`src/rtl/led_pwm_seq_pkg.sv`:
```
// Shared types for the led_pwm breathing sequencer.
// Top FSM and per-channel FSM encodings plus a width helper.
package led_pwm_seq_pkg;

  typedef enum logic [1:0] {
    IDLE,
    RUN,
    DRAIN
  } seq_state_e;

  typedef enum logic [1:0] {
    UP,
    HOLD_HI,
    DOWN,
    HOLD_LO
  } chan_state_e;

  function automatic int unsigned cw(input int unsigned n);
    return (n > 1) ? $clog2(n) : 1;
  endfunction

endpackage

```
`src/rtl/led_pwm_seq_chan.sv`:
```
// One breathing channel: level shadow, hold counter and channel FSM.
// Pulses are registered so they line up with the level_o update.
module led_pwm_seq_chan
  import led_pwm_seq_pkg::*;
#(
  parameter int unsigned bits_p       = 4,
  parameter int unsigned hold_steps_p = 8
) (
  input  logic              clk_i,
  input  logic              reset_i,
  input  logic              step_i,
  input  logic              drain_i,
  input  logic              clr_i,
  output logic              incr_o,
  output logic              decr_o,
  output logic [bits_p-1:0] level_o,
  output logic              zero_o
);

  localparam int unsigned HW = cw(hold_steps_p);
  localparam logic [bits_p-1:0] TOP = '1;
  localparam logic [bits_p-1:0] ONE = bits_p'(1);
  localparam logic [HW-1:0] HOLD_LAST = HW'(hold_steps_p - 1);

  chan_state_e       st_q, st_d;
  logic [bits_p-1:0] lvl_q, lvl_d;
  logic [HW-1:0]     hold_q, hold_d;
  logic              incr_q, incr_d;
  logic              decr_q, decr_d;

  assign zero_o  = (lvl_q == '0);
  assign level_o = lvl_q;
  assign incr_o  = incr_q;
  assign decr_o  = decr_q;

  always_comb begin
    st_d   = st_q;
    lvl_d  = lvl_q;
    hold_d = hold_q;
    incr_d = 1'b0;
    decr_d = 1'b0;
    if (clr_i) begin
      st_d   = UP;
      lvl_d  = '0;
      hold_d = '0;
    end else if (drain_i) begin
      if (step_i) begin
        st_d   = UP;
        hold_d = '0;
        if (!zero_o) begin
          decr_d = 1'b1;
          lvl_d  = lvl_q - ONE;
        end
      end
    end else if (step_i) begin
      unique case (st_q)
        UP: begin
          incr_d = 1'b1;
          lvl_d  = lvl_q + ONE;
          if (lvl_d == TOP) begin
            st_d   = HOLD_HI;
            hold_d = '0;
          end
        end
        DOWN: begin
          decr_d = 1'b1;
          lvl_d  = lvl_q - ONE;
          if (lvl_d == '0) begin
            st_d   = HOLD_LO;
            hold_d = '0;
          end
        end
        HOLD_HI, HOLD_LO: begin
          if (hold_q == HOLD_LAST) begin
            st_d   = (st_q == HOLD_HI) ? DOWN : UP;
            hold_d = '0;
          end else begin
            hold_d = hold_q + HW'(1);
          end
        end
        default: st_d = UP;
      endcase
    end
  end

  always_ff @(posedge clk_i or posedge reset_i) begin
    if (reset_i) begin
      st_q   <= UP;
      lvl_q  <= '0;
      hold_q <= '0;
      incr_q <= 1'b0;
      decr_q <= 1'b0;
    end else begin
      st_q   <= st_d;
      lvl_q  <= lvl_d;
      hold_q <= hold_d;
      incr_q <= incr_d;
      decr_q <= decr_d;
    end
  end

endmodule

```
`src/rtl/led_pwm_sequencer.sv`:
```
// Round-robin breathing scheduler for a bank of led_pwm channels.
// One prescaled tick steps one channel; stop drains all levels to zero.
module led_pwm_sequencer
  import led_pwm_seq_pkg::*;
#(
  parameter int unsigned channels_p   = 4,
  parameter int unsigned bits_p       = 4,
  parameter int unsigned tick_div_p   = 65536,
  parameter int unsigned hold_steps_p = 8
) (
  input  logic                         clk_i,
  input  logic                         reset_i,
  input  logic                         en_i,
  input  logic                         start_i,
  input  logic                         stop_i,
  output logic [channels_p-1:0]        en_o,
  output logic [channels_p-1:0]        incr_o,
  output logic [channels_p-1:0]        decr_o,
  output logic [channels_p*bits_p-1:0] level_o,
  output logic                         busy_o
);

  localparam int unsigned PW  = cw(tick_div_p);
  localparam int unsigned PTW = cw(channels_p);
  localparam logic [PW-1:0]  PRE_LAST = PW'(tick_div_p - 1);
  localparam logic [PTW-1:0] PTR_LAST = PTW'(channels_p - 1);

  seq_state_e       state_q, state_d;
  logic [PW-1:0]    presc_q, presc_d;
  logic [PTW-1:0]   ptr_q, ptr_d;
  logic             run_entry;
  logic             tick;
  logic             drain;
  logic [channels_p-1:0] step;
  logic [channels_p-1:0] zero;

  assign busy_o = (state_q != IDLE);
  assign en_o   = {channels_p{busy_o}};
  assign drain  = (state_q == DRAIN);
  assign tick   = en_i && busy_o && (presc_q == PRE_LAST);

  // stop beats start; everything holds while en_i is low
  always_comb begin
    state_d   = state_q;
    run_entry = 1'b0;
    if (en_i) begin
      unique case (state_q)
        IDLE: begin
          if (start_i && !stop_i) begin
            state_d   = RUN;
            run_entry = 1'b1;
          end
        end
        RUN:     if (stop_i) state_d = DRAIN;
        DRAIN:   if (&zero) state_d = IDLE;
        default: state_d = IDLE;
      endcase
    end
  end

  always_comb begin
    presc_d = presc_q;
    ptr_d   = ptr_q;
    if (run_entry) begin
      presc_d = '0;
      ptr_d   = '0;
    end else if (en_i && busy_o) begin
      presc_d = tick ? '0 : presc_q + PW'(1);
      if (tick) ptr_d = (ptr_q == PTR_LAST) ? '0 : ptr_q + PTW'(1);
    end
  end

  always_comb begin
    step = '0;
    for (int k = 0; k < channels_p; k++)
      step[k] = tick && (ptr_q == PTW'(k));
  end

  always_ff @(posedge clk_i or posedge reset_i) begin
    if (reset_i) begin
      state_q <= IDLE;
      presc_q <= '0;
      ptr_q   <= '0;
    end else begin
      state_q <= state_d;
      presc_q <= presc_d;
      ptr_q   <= ptr_d;
    end
  end

  for (genvar k = 0; k < channels_p; k++) begin : g_chan
    led_pwm_seq_chan #(
      .bits_p       (bits_p),
      .hold_steps_p (hold_steps_p)
    ) u_chan (
      .clk_i   (clk_i),
      .reset_i (reset_i),
      .step_i  (step[k]),
      .drain_i (drain),
      .clr_i   (run_entry),
      .incr_o  (incr_o[k]),
      .decr_o  (decr_o[k]),
      .level_o (level_o[k*bits_p +: bits_p]),
      .zero_o  (zero[k])
    );
  end

endmodule

```
`config.mk`:
```
export PLATFORM = sky130hd
export DESIGN_NAME = led_pwm_sequencer
export DESIGN_NICKNAME = d
export VERILOG_FILES = /design/src/rtl/led_pwm_seq_pkg.sv /design/src/rtl/led_pwm_seq_chan.sv /design/src/rtl/led_pwm_sequencer.sv
export SDC_FILE = /design/constraint.sdc
export NUM_CORES = 1
export LEC_CHECK = 0
export ABC_AREA = 1
export BUFFER_PORTS_ARGS = -buffer_cell sky130_fd_sc_hd__buf_2
export CAP_MARGIN = 10
export CORE_MARGIN = 2
export CORE_UTILIZATION = 60
export DETAILED_ROUTE_END_ITERATION = 8
export GPL_ROUTABILITY_DRIVEN = 0
export PLACE_DENSITY = 0.79
export SETUP_SLACK_MARGIN = 0.15
export SYNTH_ARGS = -nofsm -noshare
export SYNTH_HDL_FRONTEND = slang
export SYNTH_SLANG_ARGS = --single-unit
```
`constraint.sdc`:
```
create_clock -name clk_i -period 2.7 [get_ports clk_i]
set_clock_uncertainty 0.2 [all_clocks]
set_input_delay 0.27 -clock clk_i [delete_from_list [all_inputs] [get_ports clk_i]]
set_output_delay 0.27 -clock clk_i [all_outputs]
set_load 0.01 [all_outputs]
```
==> results.md <==
* Status: completed
* Netlist cell types at 35
* Cell count after placement at 742
* Net Switching at 0.002518 W
* Longest Clk Path Bufs at 2
* Pwr/cell area at 993.6 nW/um^2
* Post-layout utilization of the core at 65.61%
* Setup Slack @ Placement at 520.3 ps
* Combinational power share at 55.5%
* Total CTS buffers at 9
* Worst R2R Setup Slack at 490 ps
* Setup tns final at 0 ps
* FF-to-FF Start: state_q[0]$_DFFE_PP0P_
* Clock Latency Late Sink at 340 ps
* Post-synthesis cell count at 628
* FF+latch count, synth at 64
* Post-layout total power at 0.005011 W
* Lkg Pwr at 2.631 nW
* Global-route wire length before repair at 18.24 mm
* Crit-path slowest cell: dfrtp_1
* Vias at 4072
* Die height at 92.76 um
* Detailed Route WL at 10.38 mm
* Io pins at 34
* Initial antenna violation count at 0
* CP max stage delay at 440 ps
* Die width at 92.76 um
* Critical Path AT at 2240 ps
* Asr flop ratio synth at 100.0%
* Setup CP Type: flop to flop
* CP cell instances: nor2_2 -> nand3_4 -> nand2_4 -> inv_2 -> nand2_1 -> nand2_1 -> inv_1 -> nand2_4 -> nand2_1 -> o21ai_2
* Pin count of the biggest net entering global routing at 56
* Vias in the first global route at 4137
* Reg clk slew, reported paths at 70 ps
* # diodes at 0
* Cell mode on critical path: nand2_1
* Reg2reg end: g_chan[3].u_chan.level_o[1]$_DFFE_PP0P_
* Detailed Place HPWL at 7.830 mm
* Worst Tran Pin Value at 507.5 ps
* Share of the synthesized area in the top cell type at 33.88%
* Mapped Nets at 681
* Total track usage at 26.06%
* Tightest Hold Check Type: primary input to asynchronous set/reset pin
* Post-CTS sizing at 0
* CP Capture Type: flop
* Layout cells sized above 1 at 17.23%
* Die footprint at 8604 sq um
* Port bufs at 33
* Slew headroom at 66.17%
* RSZ-0062 raised after global routing: no
* Max-cap violations at 0
* Synth top area cells: dfrtp_1 (34%), ha_1 (13%), nand2_1 (12%)
* Fin nets at 705
* Cell Int Power at 0.002493 W
* Total global routing overflow at 0
* Sequential share of power at 30.7%
* Final Hold Vio Count at 0
* Area grow syn2layout at 6.697%
* Via-to-Cell Ratio at 5.372
* Fin cells at 758
* Mean post-synth cell area at 7.527 sq um
* Setup Viol. Count Final at 0
* R2R depth at 10
* Core Box Area at 7687 sq um
* Initial drt markers at 191
* Share of the yosys chip area belonging to registers at 33.88%
* Initial cell density of the core at 61.49%
* Clock H-tree levels at 3
* Yosys top cell by area: dfrtp_1
* CP Launch Type: flop
* Slew Viols, Final at 0
* Root Driver: clkbuf_8
* VDD IR max at 0.5362 mV
* First drt pass iteration count at 5
* Tmin final at 2212 ps
* Primary flip-flop cell chosen by synthesis mapping: dfrtp_1
* Max Clk Rate at 0.4521 GHz
* Fin crit share at 81.92%
* Switch share at 50.25%
* Power share of the clock group at 13.8%
* Post-synth EDFFs at 0
* Cell area after synthesis at 4727 sq um
* Synth warn at 0
* CTS Sinks at 64
* CP Max Fanout at 32
* DRC at 0
* ANT nets after route at 0
* Num rows at 32
* CTS tree: yes
* Critical Path RT at 2730 ps
* Post-route setup slack at 488.1 ps
* Mean routed wirelength per cell at 13.69 um
[registers in the layout, summed over array words and instances (netlist names)]
signal	cells
g_chan.u_chan.incr_o	4
g_chan.u_chan.hold_q	12
g_chan.u_chan.decr_o	4
g_chan.u_chan.level_o	16
ptr_q	2
g_chan.u_chan.st_q	8
presc_q	16
state_q	2
[Yosys cell counts, types with 11 or more instances]
master and number:
nand2_1 153, nand4_1 18, inv_1 67, o21ai_1 26
a21oi_1 11, nor3_1 11, dfrtp_1 64, nor2_1 65
o21ai_0 16, ha_1 48, nand2_2 15, buf_4 15
nand3_1 49
[worst max-delay path, delay by kind of cell, from the launching register on]
kind,cells,cell delay [ps]
AOI/OAI and AO/OA,1,50
buffers and inverters,2,200
DFF,1,440
and+or+nand+nor,7,1170
[cell families (layout without fill, tap and decap cells)]
logic type                 count (synthesis)  after routing  synth area share, %
xor gates and xnor gates                   4              4               0.7413
DFF                                       64             64                33.88
and+or+nand+nor                          355            355                36.42
adders and majority gates                 48             48                12.71
AOI/OAI and AO/OA                         61             61                6.935
buffers and inverters                     96            124                9.317
[layer usage]
metal	global-route usage (%)	share of wire [%]	vias to the layer above
met5	0	0	-
met2	47.28	51	76
li1	-	-	2048
met4	9.314	2.4	0
met3	3.580	3.7	23
met1	31.40	43	1925
[through the flow]
step / hold slack (ps) / instance area (sq um)
4_1_cts: 185.8 / 5044
2_1_floorplan: 262.7 / 4727
6_report: 185.4 / 5044
3_5_place_dp: 1.466 / 4880
3_3_place_gp: 1.675 / 4880
5_1_grt: 210.7 / 5044
[area by class of cell]
type,count,area [sq um]
fill,702,2644
clock buffer,11,131.4
multi-input combinational,468,2685
timing repair buffer,35,195.2
inverter,74,280.3
sequential,64,1602
clock inverter,4,22.52
tap,102,127.6
[timing repair]
action,in CTS,in global routing
hold buffers,1,0
endpoints found under the setup margin,0,0
buffers inserted,0,0
hold endpoints to repair,64,0
[cells in the final DEF, fill, tap and decap left out, types with 4 or more instances in the layout]
master,netlist,layout
o21ai_2,4,4
nor2_4,6,6
nand2_4,8,8
o21ai_0,16,16
dfrtp_1,64,64
nor2_2,9,9
nand2_1,153,153
clkbuf_8,0,9
a21oi_1,11,11
inv_2,6,7
inv_1,67,66
buf_2,1,33
nand2_2,15,15
nor2_1,65,65
or2_2,7,7
or2_1,4,4
nand3_2,6,6
nand4_1,18,18
ha_1,48,48
nand3_1,49,49
nor3_1,11,11
o21ai_1,26,26
[worst max-delay path by stage]
stage                                start                                      end  cells after the start
global placement                    stop_i  g_chan[3].u_chan.level_o[1]$_DFFE_PP0P_                     11
global route        state_q[0]$_DFFE_PP0P_  g_chan[3].u_chan.level_o[3]$_DFFE_PP0P_                     10
detailed placement                  stop_i  g_chan[3].u_chan.level_o[0]$_DFFE_PP0P_                     11
CTS                 state_q[0]$_DFFE_PP0P_  g_chan[3].u_chan.level_o[0]$_DFFE_PP0P_                     10
finish              state_q[0]$_DFFE_PP0P_  g_chan[3].u_chan.level_o[1]$_DFFE_PP0P_                     10
floorplan                          reset_i        g_chan[0].u_chan.decr_o$_DFF_PP0_                      1
[power by group through the flow]
stage               Combinational (W)  Sequential, W  Clock [W]
global placement              0.00262        0.00152          0
CTS                           0.00278        0.00153   0.000700
floorplan                     0.00221        0.00148          0
global route                  0.00317        0.00159   0.000742
finish                        0.00278        0.00154   0.000690
detailed placement            0.00276        0.00155          0
Note: power is estimated with default switching activity, not from simulation.
